--- config.mk ---
export PLATFORM = sky130hd
export DESIGN_NAME = mp64_timer_arb
export DESIGN_NICKNAME = d
export VERILOG_FILES = /design/src/rtl/mp64_timer_arb_pkg.sv /design/src/rtl/mp64_timer_arb_rr_arb2.sv /design/src/rtl/mp64_timer_arb.sv
export SDC_FILE = /design/constraint.sdc
export NUM_CORES = 1
export LEC_CHECK = 0
export CAP_MARGIN = 20
export CORE_UTILIZATION = 51
export CTS_CLUSTER_SIZE = 28
export DETAILED_ROUTE_END_ITERATION = 6
export GPL_TIMING_DRIVEN = 1
export PLACE_DENSITY = 0.9
export SETUP_SLACK_MARGIN = 0.4
export SLEW_MARGIN = 15
export SYNTH_ARGS = -nofsm -noshare
export SYNTH_HDL_FRONTEND = slang
export SYNTH_SLANG_ARGS = --single-unit
--- constraint.sdc ---
create_clock -name clk -period 4.7 [get_ports clk]
set_input_delay 0.47 -clock clk [delete_from_list [all_inputs] [get_ports clk]]
set_output_delay 0.47 -clock clk [all_outputs]
set_load 0.005 [all_outputs]
--- src/rtl/mp64_timer_arb_pkg.sv ---
// Timer MMIO byte offsets, arbiter opcodes and FSM encoding shared by the timer arbiter.
package mp64_timer_arb_pkg;

    localparam logic [3:0] TIMER_COUNT  = 4'h0;
    localparam logic [3:0] TIMER_CMP    = 4'h4;
    localparam logic [3:0] TIMER_CTRL   = 4'h8;
    localparam logic [3:0] TIMER_STATUS = 4'h9;
    localparam logic [7:0] STATUS_MATCH = 8'h01;

    typedef enum logic [1:0] {
        OP_WR_CMP    = 2'd0,
        OP_WR_CTRL   = 2'd1,
        OP_RD_COUNT  = 2'd2,
        OP_CLR_MATCH = 2'd3
    } op_e;

    typedef enum logic [1:0] {
        ST_IDLE  = 2'd0,
        ST_ISSUE = 2'd1,
        ST_WAIT  = 2'd2,
        ST_DONE  = 2'd3
    } state_e;

    // Index of the final byte access an opcode performs.
    function automatic logic [1:0] op_last_byte(input op_e op);
        return (op == OP_WR_CMP || op == OP_RD_COUNT) ? 2'd3 : 2'd0;
    endfunction

endpackage

--- src/rtl/mp64_timer_arb_rr_arb2.sv ---
// Two-way round-robin grant with a pointer that moves past the last winner.
// Latency: combinational grant, pointer updates on the granting edge.
// Backpressure: no grant while en is low; requests are simply held off.
module mp64_rr_arb2 (
    input  logic       clk,
    input  logic       rst_n,
    input  logic [1:0] req,
    input  logic       en,
    output logic [1:0] gnt
);

    logic ptr;

    always_comb begin
        gnt = 2'b00;
        if (en) begin
            if (ptr == 1'b0) begin
                gnt = req[0] ? 2'b01 : (req[1] ? 2'b10 : 2'b00);
            end else begin
                gnt = req[1] ? 2'b10 : (req[0] ? 2'b01 : 2'b00);
            end
        end
    end

    always_ff @(posedge clk or negedge rst_n) begin
        if (!rst_n) begin
            ptr <= 1'b0;
        end else if (|gnt) begin
            ptr <= gnt[0];
        end
    end

endmodule

--- src/rtl/mp64_timer_arb.sv ---
// Arbitrates two requesters onto the byte-wide timer MMIO port, one command at a time.
// Latency: accept at T, t_req at T+1, T+3.., rsp_valid one cycle after the last ack.
// Backpressure: cmd_ready only pulses in IDLE; a stalled t_ack aborts after TMO wait cycles.
module mp64_timer_arb #(
    parameter int NREQ = 2,
    parameter int TMO  = 15
) (
    input  logic              clk,
    input  logic              rst_n,
    input  logic [NREQ-1:0]   cmd_valid,
    input  logic [2*NREQ-1:0] cmd_op,
    input  logic [32*NREQ-1:0] cmd_data,
    output logic [NREQ-1:0]   cmd_ready,
    output logic [NREQ-1:0]   rsp_valid,
    output logic [31:0]       rsp_data,
    output logic              rsp_err,
    output logic              busy,
    output logic              t_req,
    output logic              t_wen,
    output logic [3:0]        t_addr,
    output logic [7:0]        t_wdata,
    input  logic [7:0]        t_rdata,
    input  logic              t_ack
);

    import mp64_timer_arb_pkg::*;

    localparam logic [3:0] WAIT_LAST = 4'(TMO - 1);

    state_e      state, state_nxt;
    logic [1:0]  gnt;
    logic        arb_en;
    logic        sel;
    logic        sel_q;
    op_e         op_q;
    logic [31:0] data_q;
    logic [31:0] rd_q;
    logic [1:0]  byte_q;
    logic [3:0]  wait_q;
    logic        err_q;
    logic        last_byte;

    // Holding arb_en low during reset keeps cmd_ready quiet while state is forced to IDLE.
    assign arb_en    = (state == ST_IDLE) && rst_n;
    assign sel       = gnt[1];
    assign last_byte = (byte_q == op_last_byte(op_q));

    mp64_rr_arb2 u_arb (
        .clk   (clk),
        .rst_n (rst_n),
        .req   (cmd_valid),
        .en    (arb_en),
        .gnt   (gnt)
    );

    always_comb begin
        state_nxt = state;
        case (state)
            ST_IDLE:  if (|gnt) state_nxt = ST_ISSUE;
            ST_ISSUE: state_nxt = ST_WAIT;
            ST_WAIT: begin
                if (t_ack) begin
                    state_nxt = last_byte ? ST_DONE : ST_ISSUE;
                end else if (wait_q == WAIT_LAST) begin
                    state_nxt = ST_DONE;
                end
            end
            default:  state_nxt = ST_IDLE;
        endcase
    end

    always_ff @(posedge clk or negedge rst_n) begin
        if (!rst_n) begin
            state  <= ST_IDLE;
            sel_q  <= 1'b0;
            op_q   <= OP_WR_CMP;
            data_q <= 32'h0;
            rd_q   <= 32'h0;
            byte_q <= 2'd0;
            wait_q <= 4'd0;
            err_q  <= 1'b0;
        end else begin
            state <= state_nxt;
            case (state)
                ST_IDLE: begin
                    if (|gnt) begin
                        sel_q  <= sel;
                        op_q   <= op_e'(cmd_op[{sel, 1'b0} +: 2]);
                        data_q <= cmd_data[{sel, 5'b00000} +: 32];
                        rd_q   <= 32'h0;
                        byte_q <= 2'd0;
                        err_q  <= 1'b0;
                    end
                end
                ST_ISSUE: wait_q <= 4'd0;
                ST_WAIT: begin
                    if (t_ack) begin
                        if (op_q == OP_RD_COUNT) rd_q[{byte_q, 3'b000} +: 8] <= t_rdata;
                        if (!last_byte) byte_q <= byte_q + 2'd1;
                    end else if (wait_q == WAIT_LAST) begin
                        err_q <= 1'b1;
                    end else begin
                        wait_q <= wait_q + 4'd1;
                    end
                end
                default: ;
            endcase
        end
    end

    // Address and write data come straight from the latched command so they hold from ISSUE through the ack.
    always_comb begin
        t_addr  = 4'h0;
        t_wdata = 8'h00;
        t_wen   = 1'b0;
        if (state == ST_ISSUE || state == ST_WAIT) begin
            t_wen = (op_q != OP_RD_COUNT);
            case (op_q)
                OP_WR_CMP: begin
                    t_addr  = TIMER_CMP + {2'b00, byte_q};
                    t_wdata = data_q[{byte_q, 3'b000} +: 8];
                end
                OP_WR_CTRL: begin
                    t_addr  = TIMER_CTRL;
                    t_wdata = data_q[7:0];
                end
                OP_RD_COUNT: t_addr = TIMER_COUNT + {2'b00, byte_q};
                default: begin
                    t_addr  = TIMER_STATUS;
                    t_wdata = STATUS_MATCH;
                end
            endcase
        end
    end

    always_comb begin
        rsp_valid = '0;
        if (state == ST_DONE) rsp_valid[sel_q] = 1'b1;
    end

    assign cmd_ready = gnt;
    assign rsp_data  = (state == ST_DONE) ? rd_q : 32'h0;
    assign rsp_err   = (state == ST_DONE) && err_q;
    assign busy      = (state != ST_IDLE);
    assign t_req     = (state == ST_ISSUE);

endmodule

==> summary.md <==
| Metric | Value |
|---|---|
| H-tree levels | 3 |
| PD cells | about 470 mW/mm^2 |
| Post-Syn Area | about 0.0044 sq mm |
| Post-DP HPWL | 8044 um |
| DRT iter0 DRCs | about 180 |
| HP Class | input pin to async pin |
| Adder-cell share of the synthesized area | about 3.4% |
| Fin Clk Skew | around 10 ps |
| Slew Limit Fails | 0 |
| Via Count | between 3000 and 4000 |
| Area share of the largest cell type after synthesis | approximately 44% |
| Fillers | 588 |
| Clock root cell | clkbuf_8 |
| Register area share after synthesis | 44.03% |
| Internal | about 0.0018 W |
| I/O pin total | ~130 |
| Arrival @ worst endpoint | roughly 2500 ps |
| Share of total power in sequential cells | between 30% and 40% |
| Core area | 0.008258 sq mm |
| Crit-path leading delay family | flip-flops |
| Reg clk slew, reported paths | roughly 80 ps |
| Clock Latency Late Sink | about 350 ps |
| Critical Path Start | byte_q[0] |
| Setup tns final | 0 ps |
| Finished Layout Cells | approximately 670 |
| Main synth FF type | dfrtp_1 |
| Worst path slowest cell | dfrtp_1 |
| Final hold violation count | 0 |
| Antenna violations before repair | 0 |
| Starting Density | between 50% and 60% |
| Die Y | roughly 95 um |
| FMAX | 0.3391 GHz |
| Layout cells sized above 1 | just under 7% |
| Largest net degree at the start of global routing | ~70 |
| Worst r2r src | byte_q[0] |
| Comb pwr share | 42.1% |
| Nets@finish | 651 |
| Worst path cell trace | mux4_2 > nand2_1 > a21oi_1 > clkdlybuf4s50_1 |
| Avg Cell Area, Syn | between 9 and 10 sq um |
| CP Class | flop to output port |
| Post-Synth XOR/XNOR Area | less than 1% |
| Post-Synth Simple-Gate Area | between 15 and 20% |
| Crit share post-route | approximately 63% |
| RePlAce Congestion | 0.8183 |
| Static Leak | 2.497 nW |
| Clock power frac | ~22% |
| Worst endpoint required time | about 4200 ps |
| Diode count | 0 |
| Number of global-route vias before repair | between 3000 and 4000 |
| Layout area overhead | 35.73% |
| Clk sink count | 77 |
| Longest Clk Path Bufs | 2 |
| RSZ-0062 raised after global routing | false |
| Setup repair bufs after CTS | 0 |
| CP Launch Type | flop |
| Drt pass-1 iters | 4 |
| Die Area | 0.008956 sq mm |
| Stages on the worst setup path | 4 |
| Synth async-reset ratio | between 90% and 100% |
| EDFF count, synth | 0 |
| TritonCTS clock tree | yes |
| Congestion Overflow GR | 0 |
| Complex-gate fraction of the synthesized area | 18.87% |
| CP max stage delay | between 800 and 900 ps |
| GRT Overall Usage | about a quarter |
| Critical path buffer and inverter count | 1 |
| Crit path to | t_wdata[3] |
| Syn_nets | about 540 |
| Row Count | 33 |
| Least-Margin Pin Slew | approximately 860 ps |
| Tightest hold margin | ~64 ps |
| Multiplexer area fraction after synthesis | 12.12% |
| Synth area leader | dfrtp_1 |
| Crit end category | output port |
| Relative slew slack | 42.97% |
| PortBufs | 132 |
| Inst Count DP | about 650 |
| Sw Ratio | between 30% and 40% |
| Final Setup Violations | 0 |
| Drc violations | 0 |
| Warnings from Yosys | 0 |
| Total wire length | ~11000 um |
| Path depth of the worst reg2reg path | 6 |
| Area contributors post-synth | dfrtp_1 44%, mux2i_1 8.0%, o21ai_0 6.2%, nand2_1 5.7%, and2_1 5.1% |
| Status | complete, no violations |
| DR vias/cell | 5.571 |
| Final ANT Viol Nets | 0 |
| Drt wl/cell | ~16 um |
| Post-Syn Instances | about 440 |
| Die Span X | 94.64 um |
| Max_cap viols | 0 |
| Total CTS buffers | 9 |
| Maximum vdd drop | between 0.0002 and 0.00025 V |
| Main combinational cell family by area after synthesis | compound AO/OA/AOI/OAI gates |
| CTS resizes | 0 |
| Synth unique cells | 51 |
| Hold_buf cts | 0 |
| Final Critical Period | approximately 3000 ps |
| First-pass GRT wire length | between 15000 and 20000 um |
| Register bit total from synthesis | between 70 and 80 |
| Net Sw Power | roughly 0.001 W |
| FF-to-FF End | rd_q[18] |
| Flop2flop setup slack | 2100 ps |
| Crit-path max FO | 17 |
==> state kept, by name (all words and copies together) (netlist names) <==
register   cells
state          2
sel_q          1
err_q          1
u_arb.ptr      1
data_q        32
wait_q         4
byte_q         2
op_q           2
rd_q          32
==> worst register-to-register path, cell delays in order, from the launching register on <==
cell     delay, ps
dfrtp_1        870
inv_1          280
ha_1           310
nor2b_1        200
and4_1         420
nand2_1        110
o31ai_1        290
==> synthesized netlist by cell type (7+ instances only) <==
cell,n
nand2_1,66
o31ai_1,7
a22o_1,17
inv_1,18
dfrtp_1,77
ha_1,12
mux4_2,8
a21oi_1,17
buf_2,7
nor2_1,9
o21ai_0,54
and2_1,36
clkbuf_1,15
mux2i_1,35
==> layer usage <==
layer	track usage (%)	vias up	share of wire, %
li1	-	1783	-
met1	31.94	1774	39
met2	44.72	139	53
met3	4.187	20	5.8
met4	10.23	0	2.2
met5	0	-	0
==> power by group through the flow <==
stage          clock network [W]  logic, W  registers [W]
2_1_floorplan                  0  0.000830       0.000922
3_3_place_gp                   0   0.00111        0.00101
3_5_place_dp                   0   0.00116        0.00102
4_1_cts                 0.000610   0.00117        0.00101
5_1_grt                 0.000634   0.00130        0.00103
6_report                0.000606   0.00118        0.00101
==> kinds of logic after synthesis <==
kind of cell               after synthesis
AOI/OAI and AO/OA                      123
xor gates and xnor gates                 1
adders and majority gates               12
buffers and inverters                   51
DFF                                     77
muxes                                   43
and+or+nand+nor                        136
==> placed cells by master (no fill, tap or decap), drive strengths merged, types with 3 or more instances in the layout <==
| master | netlist | final |
|---|---|---|
| a21o | 3 | 3 |
| mux2i | 35 | 35 |
| and2 | 36 | 36 |
| ha | 12 | 12 |
| nand3 | 4 | 4 |
| dfrtp | 77 | 77 |
| buf | 17 | 5 |
| mux4 | 8 | 8 |
| bufinv | 0 | 3 |
| a21oi | 18 | 18 |
| o31ai | 14 | 14 |
| nor2b | 3 | 3 |
| inv | 18 | 18 |
| clkbuf | 15 | 11 |
| nor2 | 9 | 9 |
| clkdlybuf4s50 | 0 | 131 |
| a22o | 17 | 17 |
| o21ai | 55 | 55 |
| nand2 | 66 | 66 |
| nand2b | 3 | 3 |
==> worst min path at each step <==
stage | endpoint | slack, ps | cells after the start
3_5_place_dp | sel_q | 450 | 1
6_report | u_arb.ptr | 60 | 1
5_1_grt | wait_q[2] | 110 | 1
4_1_cts | wait_q[2] | 80 | 1
3_3_place_gp | sel_q | 450 | 1
2_1_floorplan | byte_q[0] | 170 | 0
==> layout make-up <==
cell class | instances | area [sq um] | share of cell area, %
multi-input cells | 315 | 2216 | 37.30
flip-flops and latches | 77 | 1927 | 32.43
repair buffers | 136 | 1349 | 22.70
clock buffers | 11 | 151.4 | 2.548
well taps | 105 | 131.4 | 2.211
clock inverters | 4 | 95.09 | 1.601
inverters | 19 | 71.32 | 1.201
==> per-stage QoR <==
| stage | setup slack [ps] | cell area (sq um) | utilization, % | power (W) |
|---|---|---|---|---|
| 2_1_floorplan | 2737 | 4377 | - | 0.001752 |
| 3_3_place_gp | 2095 | 5687 | 68.86 | 0.002120 |
| 3_5_place_dp | 1994 | 5687 | 68.86 | 0.002176 |
| 4_1_cts | 1751 | 5933 | 71.85 | 0.002787 |
| 5_1_grt | 1632 | 5941 | 71.94 | 0.002970 |
| 6_report | 1751 | 5941 | 71.94 | 0.002789 |
No activity file was read; power rests on OpenSTA's default activity.
